[config.mk]
export PLATFORM = sky130hd
export DESIGN_NAME = baccarat_round_ctrl_flat
export DESIGN_NICKNAME = d
export VERILOG_FILES = /design/src/rtl/baccarat_pkg.sv /design/src/rtl/baccarat_round_ctrl_if.sv /design/src/rtl/banker_draw_rule.sv /design/src/rtl/baccarat_round_ctrl.sv /design/src/flat_wrapper.sv
export SDC_FILE = /design/constraint.sdc
export NUM_CORES = 1
export LEC_CHECK = 0
export BUFFER_PORTS_ARGS = -buffer_cell sky130_fd_sc_hd__buf_2
export CELL_PAD_IN_SITES_DETAIL_PLACEMENT = 1
export CELL_PAD_IN_SITES_GLOBAL_PLACEMENT = 2
export CORE_MARGIN = 2
export CORE_UTILIZATION = 23
export CTS_CLUSTER_SIZE = 12
export DETAILED_ROUTE_END_ITERATION = 16
export PLACE_DENSITY = 0.79
export SETUP_SLACK_MARGIN = 0.5
export SYNTH_ARGS = -nofsm -noshare
export SYNTH_HDL_FRONTEND = slang
export SYNTH_SLANG_ARGS = --single-unit
[constraint.sdc]
create_clock -name slow_clock -period 1.8 [get_ports slow_clock]
set_clock_uncertainty 0.05 [all_clocks]
set_input_delay 0.18 -clock slow_clock [delete_from_list [all_inputs] [get_ports slow_clock]]
set_output_delay 0.18 -clock slow_clock [all_outputs]
set_load 0.02 [all_outputs]
[src/rtl/baccarat_pkg.sv]
// Shared types, Baccarat rule constants and small score/card helpers for the round controller.
package baccarat_pkg;

  typedef enum logic [3:0] {
    S_IDLE,
    S_P1,
    S_D1,
    S_P2,
    S_D2,
    S_EVAL,
    S_P3,
    S_BDEC,
    S_D3,
    S_DONE
  } state_t;

  localparam logic [3:0] NATURAL_MIN     = 4'd8;
  localparam logic [3:0] PLAYER_DRAW_MAX = 4'd5;
  localparam logic [3:0] BANKER_STAND    = 4'd7;

  // Face cards, tens and "no card" all count as zero.
  function automatic logic [3:0] card_value(input logic [3:0] rank);
    return (rank >= 4'd1 && rank <= 4'd9) ? rank : 4'd0;
  endfunction

  // Out-of-range scores are treated as 9.
  function automatic logic [3:0] clamp_score(input logic [3:0] score);
    return (score > 4'd9) ? 4'd9 : score;
  endfunction

endpackage

[src/rtl/baccarat_round_ctrl_if.sv]
// Controller <-> datapath/board bundle: scores and third-card rank in, load strobes and lights out.
interface baccarat_round_ctrl_if;

  logic [3:0] pscore_out;
  logic [3:0] dscore_out;
  logic [3:0] pcard3_out;
  logic       load_pcard1;
  logic       load_pcard2;
  logic       load_pcard3;
  logic       load_dcard1;
  logic       load_dcard2;
  logic       load_dcard3;
  logic       player_win_light;
  logic       dealer_win_light;
  logic       round_done;

  modport master (
    input  pscore_out, dscore_out, pcard3_out,
    output load_pcard1, load_pcard2, load_pcard3,
    output load_dcard1, load_dcard2, load_dcard3,
    output player_win_light, dealer_win_light, round_done
  );

  modport slave (
    output pscore_out, dscore_out, pcard3_out,
    input  load_pcard1, load_pcard2, load_pcard3,
    input  load_dcard1, load_dcard2, load_dcard3,
    input  player_win_light, dealer_win_light, round_done
  );

endinterface

[src/rtl/banker_draw_rule.sv]
// Banker third-card decision: plain "draw on 0-5" when the player stood, tableau otherwise.
module banker_draw_rule
  import baccarat_pkg::*;
(
  input  logic [3:0] dscore,
  input  logic [3:0] pcard3,
  input  logic       player_drew,
  output logic       draw
);

  logic [3:0] d;
  assign d = clamp_score(dscore);

  always_comb begin
    draw = 1'b0;
    if (!player_drew) begin
      draw = (d <= PLAYER_DRAW_MAX);
    end else if (d < BANKER_STAND) begin
      case (d)
        4'd0, 4'd1, 4'd2: draw = 1'b1;
        4'd3:             draw = (pcard3 != 4'd8);
        4'd4:             draw = (pcard3 >= 4'd2 && pcard3 <= 4'd7);
        4'd5:             draw = (pcard3 >= 4'd4 && pcard3 <= 4'd7);
        4'd6:             draw = (pcard3 >= 4'd6 && pcard3 <= 4'd7);
        default:          draw = 1'b0;
      endcase
    end
  end

endmodule

[src/rtl/baccarat_round_ctrl.sv]
// One-round Baccarat sequencer: deals P1/D1/P2/D2, applies natural and tableau rules, holds the result.
module baccarat_round_ctrl
  import baccarat_pkg::*;
(
  input  logic                   slow_clock,
  input  logic                   reset,
  baccarat_round_ctrl_if.master  bus
);

  state_t     state, state_next;
  logic [3:0] p, d, pcard3_value;
  logic       in_bdec, banker_draw;

  assign p            = clamp_score(bus.pscore_out);
  assign d            = clamp_score(bus.dscore_out);
  assign pcard3_value = card_value(bus.pcard3_out);
  assign in_bdec      = (state == S_BDEC);

  banker_draw_rule u_banker_draw_rule (
    .dscore      (bus.dscore_out),
    .pcard3      (pcard3_value),
    .player_drew (in_bdec),
    .draw        (banker_draw)
  );

  always_ff @(posedge slow_clock) begin
    if (reset) state <= S_IDLE;
    else       state <= state_next;
  end

  always_comb begin
    state_next           = S_IDLE;
    bus.load_pcard1      = 1'b0;
    bus.load_pcard2      = 1'b0;
    bus.load_pcard3      = 1'b0;
    bus.load_dcard1      = 1'b0;
    bus.load_dcard2      = 1'b0;
    bus.load_dcard3      = 1'b0;
    bus.player_win_light = 1'b0;
    bus.dealer_win_light = 1'b0;
    bus.round_done       = 1'b0;
    case (state)
      S_IDLE: state_next = S_P1;
      S_P1: begin bus.load_pcard1 = 1'b1; state_next = S_D1; end
      S_D1: begin bus.load_dcard1 = 1'b1; state_next = S_P2; end
      S_P2: begin bus.load_pcard2 = 1'b1; state_next = S_D2; end
      S_D2: begin bus.load_dcard2 = 1'b1; state_next = S_EVAL; end
      // Shared rule instance sees player_drew=0 here, so it reduces to "banker draws on 0-5".
      S_EVAL: begin
        if (p >= NATURAL_MIN || d >= NATURAL_MIN) state_next = S_DONE;
        else if (p <= PLAYER_DRAW_MAX)            state_next = S_P3;
        else if (banker_draw)                     state_next = S_D3;
        else                                      state_next = S_DONE;
      end
      S_P3: begin bus.load_pcard3 = 1'b1; state_next = S_BDEC; end
      S_BDEC: state_next = banker_draw ? S_D3 : S_DONE;
      S_D3: begin bus.load_dcard3 = 1'b1; state_next = S_DONE; end
      S_DONE: begin
        state_next           = S_DONE;
        bus.round_done       = 1'b1;
        bus.player_win_light = (p >= d);
        bus.dealer_win_light = (d >= p);
      end
      default: state_next = S_IDLE;
    endcase
  end

endmodule

[src/flat_wrapper.sv]
// flat-port wrapper written by rule: the top's interface ports become plain ports
module baccarat_round_ctrl_flat import baccarat_pkg::*;
  (slow_clock, reset, bus_pscore_out, bus_dscore_out, bus_pcard3_out, bus_load_pcard1, bus_load_pcard2, bus_load_pcard3, bus_load_dcard1, bus_load_dcard2, bus_load_dcard3, bus_player_win_light, bus_dealer_win_light, bus_round_done);
  baccarat_round_ctrl_if bus_i ();
  input  logic slow_clock;
  input  logic reset;
  input wire logic [$bits(bus_i.pscore_out)-1:0] bus_pscore_out;
  input wire logic [$bits(bus_i.dscore_out)-1:0] bus_dscore_out;
  input wire logic [$bits(bus_i.pcard3_out)-1:0] bus_pcard3_out;
  output wire logic [$bits(bus_i.load_pcard1)-1:0] bus_load_pcard1;
  output wire logic [$bits(bus_i.load_pcard2)-1:0] bus_load_pcard2;
  output wire logic [$bits(bus_i.load_pcard3)-1:0] bus_load_pcard3;
  output wire logic [$bits(bus_i.load_dcard1)-1:0] bus_load_dcard1;
  output wire logic [$bits(bus_i.load_dcard2)-1:0] bus_load_dcard2;
  output wire logic [$bits(bus_i.load_dcard3)-1:0] bus_load_dcard3;
  output wire logic [$bits(bus_i.player_win_light)-1:0] bus_player_win_light;
  output wire logic [$bits(bus_i.dealer_win_light)-1:0] bus_dealer_win_light;
  output wire logic [$bits(bus_i.round_done)-1:0] bus_round_done;
  assign bus_i.pscore_out = bus_pscore_out;
  assign bus_i.dscore_out = bus_dscore_out;
  assign bus_i.pcard3_out = bus_pcard3_out;
  assign bus_load_pcard1 = bus_i.load_pcard1;
  assign bus_load_pcard2 = bus_i.load_pcard2;
  assign bus_load_pcard3 = bus_i.load_pcard3;
  assign bus_load_dcard1 = bus_i.load_dcard1;
  assign bus_load_dcard2 = bus_i.load_dcard2;
  assign bus_load_dcard3 = bus_i.load_dcard3;
  assign bus_player_win_light = bus_i.player_win_light;
  assign bus_dealer_win_light = bus_i.dealer_win_light;
  assign bus_round_done = bus_i.round_done;
  baccarat_round_ctrl u_core (.slow_clock(slow_clock), .reset(reset), .bus(bus_i));
endmodule
Yosys cells after proc, flatten, opt, wreduce, memory -nomap -nowiden
Cells that the tools add are included.
{"block": "word_totals", "inputBits": 14, "output_inout_bits": 9, "wordCells": 60, "ff_bits": 4}
{"block": "classes", "muxes": 19, "n_lt_le_gt_ge": 15, "eq_ne": 16, "reduce_logical": 9}
{"operator": "4-bit case mux with 9 select lines", "count": 1}
{"operator": "4-bit by 3-bit == test with 1-bit output (second input constant)", "count": 7}
{"operator": "4-bit two-way mux", "count": 5}
{"operator": "4-bit by 2-bit == test with 1-bit output (second input constant)", "count": 4}
{"operator": "4-bit by 3-bit <= comparator with 1-bit output (second input constant)", "count": 3}
{"operator": "1-bit two-way mux", "count": 12}
{"operator": "4-bit by 1-bit == test with 1-bit output (second input constant)", "count": 2}
{"operator": "4-bit == test (second input constant)", "count": 2}
{"operator": "4-bit by 3-bit >= comparator with 1-bit output (second input constant)", "count": 2}
{"operator": "4-bit >= comparator", "count": 2}
{"operator": "4-bit >= comparator (second input constant)", "count": 2}
{"operator": "4-bit greater-than comparator (second input constant)", "count": 2}
{"operator": "4-bit zero test", "count": 2}
{"operator": "1-bit case mux with 5 select lines", "count": 1}
{"operator": "4-bit by 1-bit >= comparator with 1-bit output (second input constant)", "count": 1}
{"operator": "4-bit by 2-bit >= comparator with 1-bit output (second input constant)", "count": 1}
{"operator": "4-bit <= comparator (second input constant)", "count": 1}
{"operator": "1-bit logical AND", "count": 4}
{"operator": "4-bit by 3-bit less-than comparator with 1-bit output (second input constant)", "count": 1}
{"operator": "4-bit != test (second input constant)", "count": 1}
{"operator": "3-bit OR reduction", "count": 1}
{"operator": "2-bit OR reduction", "count": 1}
{"operator": "1-bit logical OR", "count": 1}

Longest topological paths before layout
Gate-level depths: netlist of run 1.
{"block": "logic_depth", "depth_word": 12, "depth_mapped": 7}

Cells and area by module
A second synthesis of run 1 with hierarchy kept.
{"block": "hier_totals", "cells_unflattened": 76, "hier_area_um2": 565.5}
{"module": "baccarat_round_ctrl", "area_per_inst_um2": 500.5, "n_inst": 1, "seq_area_each_um2": 80.1, "cells_each": 68}
{"module": "banker_draw_rule", "area_per_inst_um2": 65.1, "n_inst": 1, "seq_area_each_um2": 0.0, "cells_each": 8}

Worst setup path before layout of run 1
OpenSTA, ideal clock, no wires.
{"block": "synth_timing", "kind": "input port to output port", "from": "in bus_pscore_out[1]", "to": "out bus_dealer_win_light", "arrival_ps": 1750, "path_buffers": 0, "cell_stages": 6, "slack_ps": -180, "t_required_ps": 1570, "path_cell_list": "nor2b_1 > ha_1 > nor2b_1 > o21a_1 > o21a_1 > o41ai_1"}
{"block": "synth_between", "elab_chain_cells": 4}
{"item": "start: declaration", "line_no": "flat_wrapper.sv:7", "rtl": "input wire logic [$bits(bus_i.pscore_out)-1:0] bus_pscore_out;"}
{"item": "4-bit greater-than comparator", "line_no": "baccarat_pkg.sv:28", "rtl": "return (score > 4'd9) ? 4'd9 : score;"}
{"item": "4-bit two-way mux *", "line_no": "baccarat_pkg.sv:28"}
{"item": "4-bit >= comparator *", "line_no": "baccarat_round_ctrl.sv:62", "rtl": "bus.dealer_win_light = (d >= p);"}
{"item": "1-bit two-way mux *", "line_no": "baccarat_round_ctrl.sv:42", "rtl": "case (state)"}
{"item": "end: declaration", "line_no": "flat_wrapper.sv:17", "rtl": "output wire logic [$bits(bus_i.dealer_win_light)-1:0] bus_dealer_win_light;"}
Every way passes the cells marked *; elsewhere a longest branch is shown, timed or not.

Worst setup path in the final report of run 1
{"block": "layout_timing", "from": "in bus_pscore_out[2]", "to": "out bus_dealer_win_light"}
The elaborated chain is that of the path after synthesis.

==> results of run 1 <==
## worst max-delay path: cells and delay by family
kind | cells | cell delay, ns
buf+inv | 2 | 0.29
simple gates | 2 | 0.14
compound gates | 4 | 0.76
fa+ha+maj | 1 | 0.17
## power by group through the flow
stage / clock [W] / combinational, W / sequential [W]
finish: 0.000108 / 0.000219 / 0.000102
global route: 0.000122 / 0.000238 / 0.000103
CTS: 0.000112 / 0.000168 / 0.000105
detailed placement: 0 / 0.000132 / 0.000106
global placement: 0 / 0.000130 / 0.000106
floorplan: 0 / 0.0000843 / 0.000102
## metrics by stage
step	std cells	setup TNS, ns	total power, W
final	130	0	0.000429
after global routing	130	-0.0906	0.000463
after CTS	124	-0.00621	0.000385
after detailed placement	115	-0.0694	0.000237
after global placement	115	-0.0191	0.000235
after floorplan	64	0	0.000187
## placed cells by master, fill, tap and decap left out, drive strengths merged
cell type and n:
dfxtp 4, buf 38, nor3 8, o22ai 1, nor2 7, nor4b 1, o41ai 1, ha 4
inv 3, o31a 1, a211o 1, nand2 6, clkbuf 3, o21ai 4, a41oi 1, o21a 3
and4 1, nor2b 4, a21oi 3, nand3b 1, nand2b 5, o22a 1, a221o 1, a2111oi 1
## layer usage
layer	up-vias	wire length [µm]	global-route usage
li1	318	-	-
met1	296	705	0.168
met2	21	960	0.243
met3	0	112	0.0515
met4	0	0	0.0278
met5	-	0	0
## logic make-up after synthesis
kind of cell,synth area share
and+or+nand+nor,0.394
AOI/OAI and AO/OA,0.299
buffers and inverters,0.0409
adders and majority gates,0.102
DFF,0.164
## path summary, 6_finish.rpt
check / startpoint / to / slack [ns] / cells after the start
worst max-delay path: bus_pscore_out[2] / bus_dealer_win_light / 0.02 / 9
worst min-delay path: reset / u_core.state[3]$_SDFF_PP0_ / 0.11 / 2
worst max register to register: u_core.state[1]$_SDFF_PP0_ / u_core.state[0]$_SDFF_PP0_ / 0.52 / 5
worst min register to register: u_core.state[3]$_SDFF_PP0_ / u_core.state[2]$_SDFF_PP0_ / 0.49 / 1
## area by class of cell
cell class	instances	area (µm²)
fillers	228	972
repair buffers	38	323
flip-flops and latches	4	92.6
clock buffers	3	22.5
inverters	3	18.8
well taps	27	33.8
multi-input cells	55	519
## Yosys cell counts (3+ instances only)
library cell,instances,share of area
nor3_1,8,0.082
nor2_1,7,0.054
nand2_1,6,0.046
dfxtp_1,4,0.16
ha_1,4,0.10
nor2b_1,4,0.051
a21oi_1,3,0.031
inv_1,3,0.023
nand2b_1,3,0.038
o21a_1,3,0.046
o21ai_0,3,0.031
## what timing repair did
action | CTS | global route
endpoints found under the setup margin | 10 | 10
cloned | 0 | 0
pin swaps | 5 | 7
setup buffers | 6 | 6
gates resized for setup | 34 | 26
==> flow_summary.yaml, run 1 <==
setup_path:
  worst_path_largest_cell_delay_ns: 0.22
  critical_path_arrival_ns: 1.55
  library_cell_appearing_most_often_on_the_critical_path: "o21a_1"
  critPathMaxFanout: 2
  timing.critical_path.to_type: "output port"
  critical_path.startpoint_type: "input port"
  cp.required_ns: 1.57
  timing_worst_setup_path_type: "in -> out"
  slowest_stage: "o41ai_4"
  timing.critical_path.cells: "buf_8, o21a_1, nor2_1, ha_2, nor2b_1, o21a_1, o21a_1, o41ai_4, buf_4"
drt:
  route.vias.total: 635
  route.detailed.drc: 0
  detailedRoute.firstIterationViolations: 2
  detail_route.wirelength_mm: 1.78
  post_drt_via_cell_ratio: 4.88
  avgRoutedWirePerCell_um: 13.7
  first_pass_detailed_route_iteration_total: 2
  drtAntennaViolNets: 0
power_and_ir_drop:
  leakage_nw: 0.454
  share_clk_of_total_power: 0.252
  p_int_w: 0.000280
  pwr-share-comb: 0.511
  switching_share: 0.348
  net-switching-power_w: 0.000149
  seq_power_share: 0.237
  power.density_mw_per_mm2: 425
  power.ir.vdd_worst_mv: 0.360
global_routing:
  grt_max_degree: 9
  antenna_found_initial: 0
  grt_first_pass_wirelength_mm: 2.79
  grt_remaining_overflow: 0
  grt_util_all_layers: 0.142
  grt_pass1_vias: 647
clock_network:
  clk_root_buffer_cell: "clkbuf_4"
  cts_buffers: 3
  tritoncts: "done"
  htree_levels: 1
  cts.sinks: 4
  max-clock-path-buffers: 2
  insertion_delay_ns: 0.23
  clk_pin_slew_ns: 0.03
  hold_buffers: 0
synth:
  syn-num-nets: 82
  yosys.cell_types.count: 27
  postSynth.asyncResetShare: 0
  synthesis.area_um2: 489
  synth_seq_area_share: 0.164
  ys_dominant_reg_cell: "dfxtp_1"
  synth_warnings: 0
  netlist_instances: 64
  per_instance_average_area_after_synthesis_um2: 7.64
  number_of_enable_flip_flop_cells_after_synthesis: 0
  total_of_flip_flops_plus_latches_after_synthesis: 4
sta:
  period_share: 0.990
  fmax_mhz: 561
  final_critical_path_setup_slack_ns: 0.0183
  rsz_0062_raised_after_global_routing: "true"
  worst_pin_slew_ns: 0.233
  worst_hold_slack_ns: 0.113
  final_max_slew_viol_count: 0
  finalWorstPathRequiredPeriod_ns: 1.78
  setup_viol: 0
  hold_viol_final: 0
  slew_headroom: 0.842
run_status:
  outcome: "complete, no violations"
final_layout:
  post_route_cells_drive_above_1_share: 0.660
  areaGrowthSynthToFinish_pct: 106
  antennaDiodeCount: 0
  largestRegisters: "u_core.state (4)"
  finalInstanceArea_mm2: 0.00101
  nNetsFinal: 123
  largest_register_ff_count: 4
  largest_register: "u_core.state"
  final_core_utilization: 0.509
place:
  detailed_place.area_um2: 681
  post-place-ws_ns: -0.0397
  detailedPlacementHpwl_mm: 1.17
  place.gp.congestion: 0.715
  io_buffers: 22
floorplanning:
  ios: 23
  chipHeight_um: 50.1
  die_w_um: 50.1
  fp.dieArea_mm2: 0.00251
  core_area_mm2: 0.00198
  initial_utilization: 0.247
  placement_rows: 16
worst_hold_path:
  hold_class: "in -> reg"
run:
  drv.max_cap_violation_count: 0
Note: power is estimated with default switching activity, not from simulation.
==> run 2: changes to the inputs <==
- CORE_MARGIN: 2 -> 1
- RECOVER_POWER: unset -> 100
==> flow_summary.yaml, run 2 (synthesis results as in run 1) <==
run_status:
  outcome: "complete, no violations"
sta:
  worst_hold_slack_ns: 0.114
  period_share: 0.989
  hold_viol_final: 0
  fmax_mhz: 562
  worst_pin_slew_ns: 0.473
  slew_headroom: 0.685
  finalWorstPathRequiredPeriod_ns: 1.78
  final_max_slew_viol_count: 0
  setup_viol: 0
  rsz_0062_raised_after_global_routing: "true"
final_layout:
  largest_register: "u_core.state"
  nNetsFinal: 123
  areaGrowthSynthToFinish_pct: 92.3
  largest_register_ff_count: 4
  final_common_cell: "buf_4"
  antennaDiodeCount: 0
  largestRegisters: "u_core.state (4)"
  final.fill_count: 249
  post_route_cells_drive_above_1_share: 0.553
  mostFrequentLayoutCells: "buf_4, buf_6, buf_2"
floorplanning:
  die_w_um: 48.1
  placement_rows: 16
  initial_utilization: 0.247
  fp.dieArea_mm2: 0.00232
  core_area_mm2: 0.00198
  ios: 23
  chipHeight_um: 48.1
worst_hold_path:
  hold_class: "in -> reg"
  worstHoldStart: "reset"
drt:
  first_pass_detailed_route_iteration_total: 3
  detailedRoute.firstIterationViolations: 2
  detail_route.wirelength_mm: 1.89
  drtAntennaViolNets: 0
  avgRoutedWirePerCell_um: 14.5
  route.detailed.drc: 0
  route.vias.total: 621
  post_drt_via_cell_ratio: 4.78
clock_network:
  max-clock-path-buffers: 2
  tritoncts: "done"
  htree_levels: 1
  cts.sinks: 4
  insertion_delay_ns: 0.23
  cts_buffers: 3
  clk_pin_slew_ns: 0.04
  clk_root_buffer_cell: "clkbuf_4"
global_routing:
  grt_first_pass_wirelength_mm: 2.75
  grt_util_all_layers: 0.171
  grt_max_degree: 9
  grt_remaining_overflow: 0
  antenna_found_initial: 0
  grt_pass1_vias: 633
setup_path:
  critical_path_arrival_ns: 1.55
  timing_worst_setup_path_type: "in -> out"
  reg2reg_slack_ns: 0.23
  timing.rr.end: "u_core.state[0]$_SDFF_PP0_"
  timing.rr.start: "u_core.state[1]$_SDFF_PP0_"
  cp.required_ns: 1.57
  timing.critical_path.to_type: "output port"
  critical_path.startpoint: "bus_pscore_out[3]"
  worst_setup_path_endpoint: "bus_player_win_light"
  critical_path.startpoint_type: "input port"
  critPathMaxFanout: 4
  reg2reg_depth: 4
power_and_ir_drop:
  leakage_nw: 0.420
  power.ir.vdd_worst_mv: 0.338
  total_power_w: 0.000405
  power.density_mw_per_mm2: 430
place:
  io_buffers: 22
  place.gp.congestion: 0.756
  detailedPlacementHpwl_mm: 1.17
run:
  drv.max_cap_violation_count: 0
[run 2: cell types whose count changed in the layout (fill, tap and decap cells not counted), sizes merged]
cell    previous run  this run
buf               38        32
clkbuf             3         9
[run 2: report_power, final]
part           internal [W]  total, W  switching [W]
combinational     0.0000930  0.000194       0.000101
sequential        0.0000934  0.000101     0.00000715
clock             0.0000745  0.000110      0.0000357
[run 2: repair_timing]
item,CTS,global route
setup buffers,4,8
resized for setup,34,23
pin swaps,4,13
hold buffers,0,0
setup endpoints to repair,10,8
hold endpoints to repair,0,0
[run 2: cell type report]
type | instances | area [µm²] | share of cell area
well taps | 27 | 33.8 | 0.0359
clock buffers | 3 | 22.5 | 0.0239
repair buffers | 38 | 285 | 0.303
flip-flops and latches | 4 | 91.3 | 0.0971
multi-input cells | 55 | 492 | 0.523
inverters | 3 | 16.3 | 0.0173
[run 2: critical path, stage by stage]
cell     delay [ns]
buf_2          0.13
nor2b_4        0.13
ha_4           0.21
nor2b_1        0.12
o21a_1         0.16
o21a_1         0.21
o31a_1         0.27
buf_6          0.14
[run 2: how the worst min path moves through the flow]
stage,end,slack [ns],cells after the start
5_1_grt,u_core.state[3]$_SDFF_PP0_,0.11,2
3_3_place_gp,u_core.state[3]$_SDFF_PP0_,0.36,2
6_report,u_core.state[3]$_SDFF_PP0_,0.11,2
4_1_cts,u_core.state[3]$_SDFF_PP0_,0.10,2
2_1_floorplan,u_core.state[3]$_SDFF_PP0_,0.20,1
3_5_place_dp,u_core.state[3]$_SDFF_PP0_,0.36,2
[run 2: through the flow]
step,instance area (µm²),util,setup WS [ns],std cells,setup TNS (ns)
after detailed placement,681,0.343,-0.0434,115,-0.0681
after floorplan,515,-,0.179,64,0
final,941,0.475,0.0202,130,0
after global routing,941,0.475,-0.0444,130,-0.0808
after global placement,681,0.343,-0.0120,115,-0.0171
after CTS,843,0.426,-0.0272,122,-0.0298
[run 2: routing by layer]
layer	global-route usage	share of wire
met5	0	0
met4	0.0167	0
met3	0.0519	0.043
met2	0.338	0.55
met1	0.184	0.40
==> run 3: changes to the inputs <==
- ABC_AREA: unset -> 1
- CORE_UTILIZATION: 23 -> 21
- PLACE_DENSITY: 0.79 -> 0.8
==> flow_summary.yaml, run 3 <==
setup_path:
  critPathTopFamily: "compound AO/OA/AOI/OAI gates"
  timing.rr.end: "u_core.state[2]$_SDFF_PP0_"
  slowest_stage: "ha_1"
  cp.required_ns: 1.57
  timing.critical_path.to_type: "output port"
  critPathMaxFanout: 2
  timing_worst_setup_path_type: "in -> out"
  timing.critical_path.buf_inv: 3
  reg2reg_slack_ns: 0.25
  timing.rr.start: "u_core.state[1]$_SDFF_PP0_"
  worst_path_largest_cell_delay_ns: 0.32
  timing.critical_path.cells: "buf_8, o21ai_4, nand2_1, ha_1, a21oi_2, o21ai_2, o21ai_0, inv_2, buf_2"
  critical_path_arrival_ns: 1.43
  critical_path.startpoint: "bus_dscore_out[1]"
  critical_path.startpoint_type: "input port"
  worst_setup_path_endpoint: "bus_player_win_light"
  reg2reg_depth: 7
  cp.depth: 9
floorplanning:
  fp.dieArea_mm2: 0.00268
  core_area_mm2: 0.00228
  initial_utilization: 0.228
  ios: 23
  placement_rows: 17
  chipHeight_um: 51.7
  die_w_um: 51.7
place:
  post-place-ws_ns: 0.124
  io_buffers: 22
  detailedPlacementHpwl_mm: 1.26
  numPlacedInstances: 143
  place.gp.congestion: 0.750
run:
  drv.max_cap_violation_count: 0
final_layout:
  largest_register_ff_count: 4
  nNetsFinal: 149
  largest_register: "u_core.state"
  final.fill_count: 294
  post_route_cells_drive_above_1_share: 0.473
  fin_cells: 157
  final_common_cell: "nand2_1"
  largestRegisters: "u_core.state (4)"
  areaGrowthSynthToFinish_pct: 79.0
  antennaDiodeCount: 0
  mostFrequentLayoutCells: "nand2_1, inv_1, nor2_1"
global_routing:
  antenna_found_initial: 0
  grt_util_met2: 0.266
  grt_max_degree: 6
  grt_remaining_overflow: 0
  grt_use_met1: 0.165
  grt_util_all_layers: 0.142
  grt_pass1_vias: 689
  grt_first_pass_wirelength_mm: 2.86
  grt.busiest_layer: "met2"
  use_met3: 0.00877
clock_network:
  insertion_delay_ns: 0.23
  tritoncts: "done"
  cts.sinks: 4
  hold_buffers: 0
  htree_levels: 1
  clk_pin_slew_ns: 0.03
  clk_root_buffer_cell: "clkbuf_4"
  max-clock-path-buffers: 2
  cts_buffers: 3
sta:
  period_share: 0.923
  finalWorstPathRequiredPeriod_ns: 1.66
  rsz_0062_raised_after_global_routing: "true"
  slew_headroom: 0.815
  final_max_slew_viol_count: 0
  setup_viol: 0
  final_total_negative_setup_slack_ns: 0
  final_critical_path_setup_slack_ns: 0.138
  worst_hold_slack_ns: 0.102
  worst_pin_slew_ns: 0.276
  fmax_mhz: 602
  hold_viol_final: 0
synth:
  synth_warnings: 0
  synth_area_leaders: "dfxtp_1, nand2_1, inv_1, nor2_1, ha_1"
  netlist.top_cell.by_area: "dfxtp_1"
  syn-num-nets: 112
  total_of_flip_flops_plus_latches_after_synthesis: 4
  synthDominantCellAreaShare: 0.154
  synth_area_in_simple_gates: 0.419
  combinational_family_with_the_most_area_after_synthesis: "simple AND/OR/NAND/NOR gates"
  synthXorXnorAreaFrac: 0
  synth_seq_area_share: 0.154
  postSynth.asyncResetShare: 0
  synth.cells.most_frequent: "nand2_1, inv_1, nor2_1, a21oi_1, inv_2"
  yosys.cell_count.top_type: "nand2_1"
  netlist_instances: 94
  synth-adder-area-share: 0.0964
  ys_dominant_reg_cell: "dfxtp_1"
  post_synth_mux_area_share: 0
  synthesis.area_um2: 519
  yosys.cell_types.count: 19
  number_of_enable_flip_flop_cells_after_synthesis: 0
  per_instance_average_area_after_synthesis_um2: 5.52
  synth-compound-area-share: 0.157
power_and_ir_drop:
  power.ir.vdd_worst_mv: 0.276
  leakage_nw: 0.491
  power.density_mw_per_mm2: 435
drt:
  detailedRoute.firstIterationViolations: 0
  detail_route.wirelength_mm: 1.70
  route.detailed.drc: 0
  avgRoutedWirePerCell_um: 10.8
  post_drt_via_cell_ratio: 4.31
  drtAntennaViolNets: 0
  route.vias.total: 677
  first_pass_detailed_route_iteration_total: 1
worst_hold_path:
  hold_class: "in -> reg"
run_status:
  outcome: "complete, no violations"
run 3: cells by family (layout without fill, tap and decap cells):
logic type | count (synthesis) | after routing
compound gates | 13 | 13
fa+ha+maj | 4 | 4
flops | 4 | 4
simple gates | 49 | 49
buf+inv | 24 | 59
run 3: where the power goes:
group	leakage, nW	switching, W	total (W)	internal (W)
registers	0.0346	0.0000117	0.000106	0.0000944
clock network	0.0138	0.0000313	0.000105	0.0000742
logic	0.443	0.000106	0.000193	0.0000870
total	0.491	0.000149	0.000405	0.000256
run 3: through the flow:
stage	area [µm²]	util	total power, W
3_5_place_dp	689	0.303	0.000243
5_1_grt	930	0.408	0.000437
3_3_place_gp	689	0.303	0.000239
6_report	930	0.408	0.000405
2_1_floorplan	548	-	0.000197
4_1_cts	836	0.367	0.000382
run 3: worst min-delay path by stage:
| stage | from | endpoint | slack [ns] | cells after the start |
|---|---|---|---|---|
| 2_1_floorplan | reset | u_core.state[0]$_SDFF_PP0_ | 0.20 | 1 |
| 3_3_place_gp | reset | u_core.state[0]$_SDFF_PP0_ | 0.34 | 2 |
| 5_1_grt | reset | u_core.state[3]$_SDFF_PP0_ | 0.10 | 2 |
| 4_1_cts | reset | u_core.state[3]$_SDFF_PP0_ | 0.09 | 2 |
| 3_5_place_dp | reset | u_core.state[2]$_SDFF_PP0_ | 0.35 | 2 |
| 6_report | reset | u_core.state[3]$_SDFF_PP0_ | 0.10 | 2 |
run 3: worst register-to-register path, delay by kind of cell, from the launching register on:
family	cells	cell delay (ns)
buf+inv	2	0.49
simple gates	4	0.45
compound gates	1	0.08
flops	1	0.37
run 3: layer usage:
layer	vias to the layer above	wire length, µm
met5	-	0
met4	0	0
met3	0	31
met2	7	939
met1	308	729
li1	362	-
run 3: timing repair:
| action | CTS | global route |
|---|---|---|
| cloned | 0 | 0 |
| gates resized for setup | 29 | 26 |
| pin swaps | 8 | 6 |
| setup buffers | 5 | 6 |
| setup endpoints to repair | 9 | 9 |
run 3: layout make-up:
class,count,area (µm²),area share
multi-input cells,66,428,0.460
repair buffers,33,264,0.284
inverters,23,91.3,0.0983
flip-flops and latches,4,88.8,0.0956
well taps,28,35.0,0.0377
clock buffers,3,22.5,0.0242
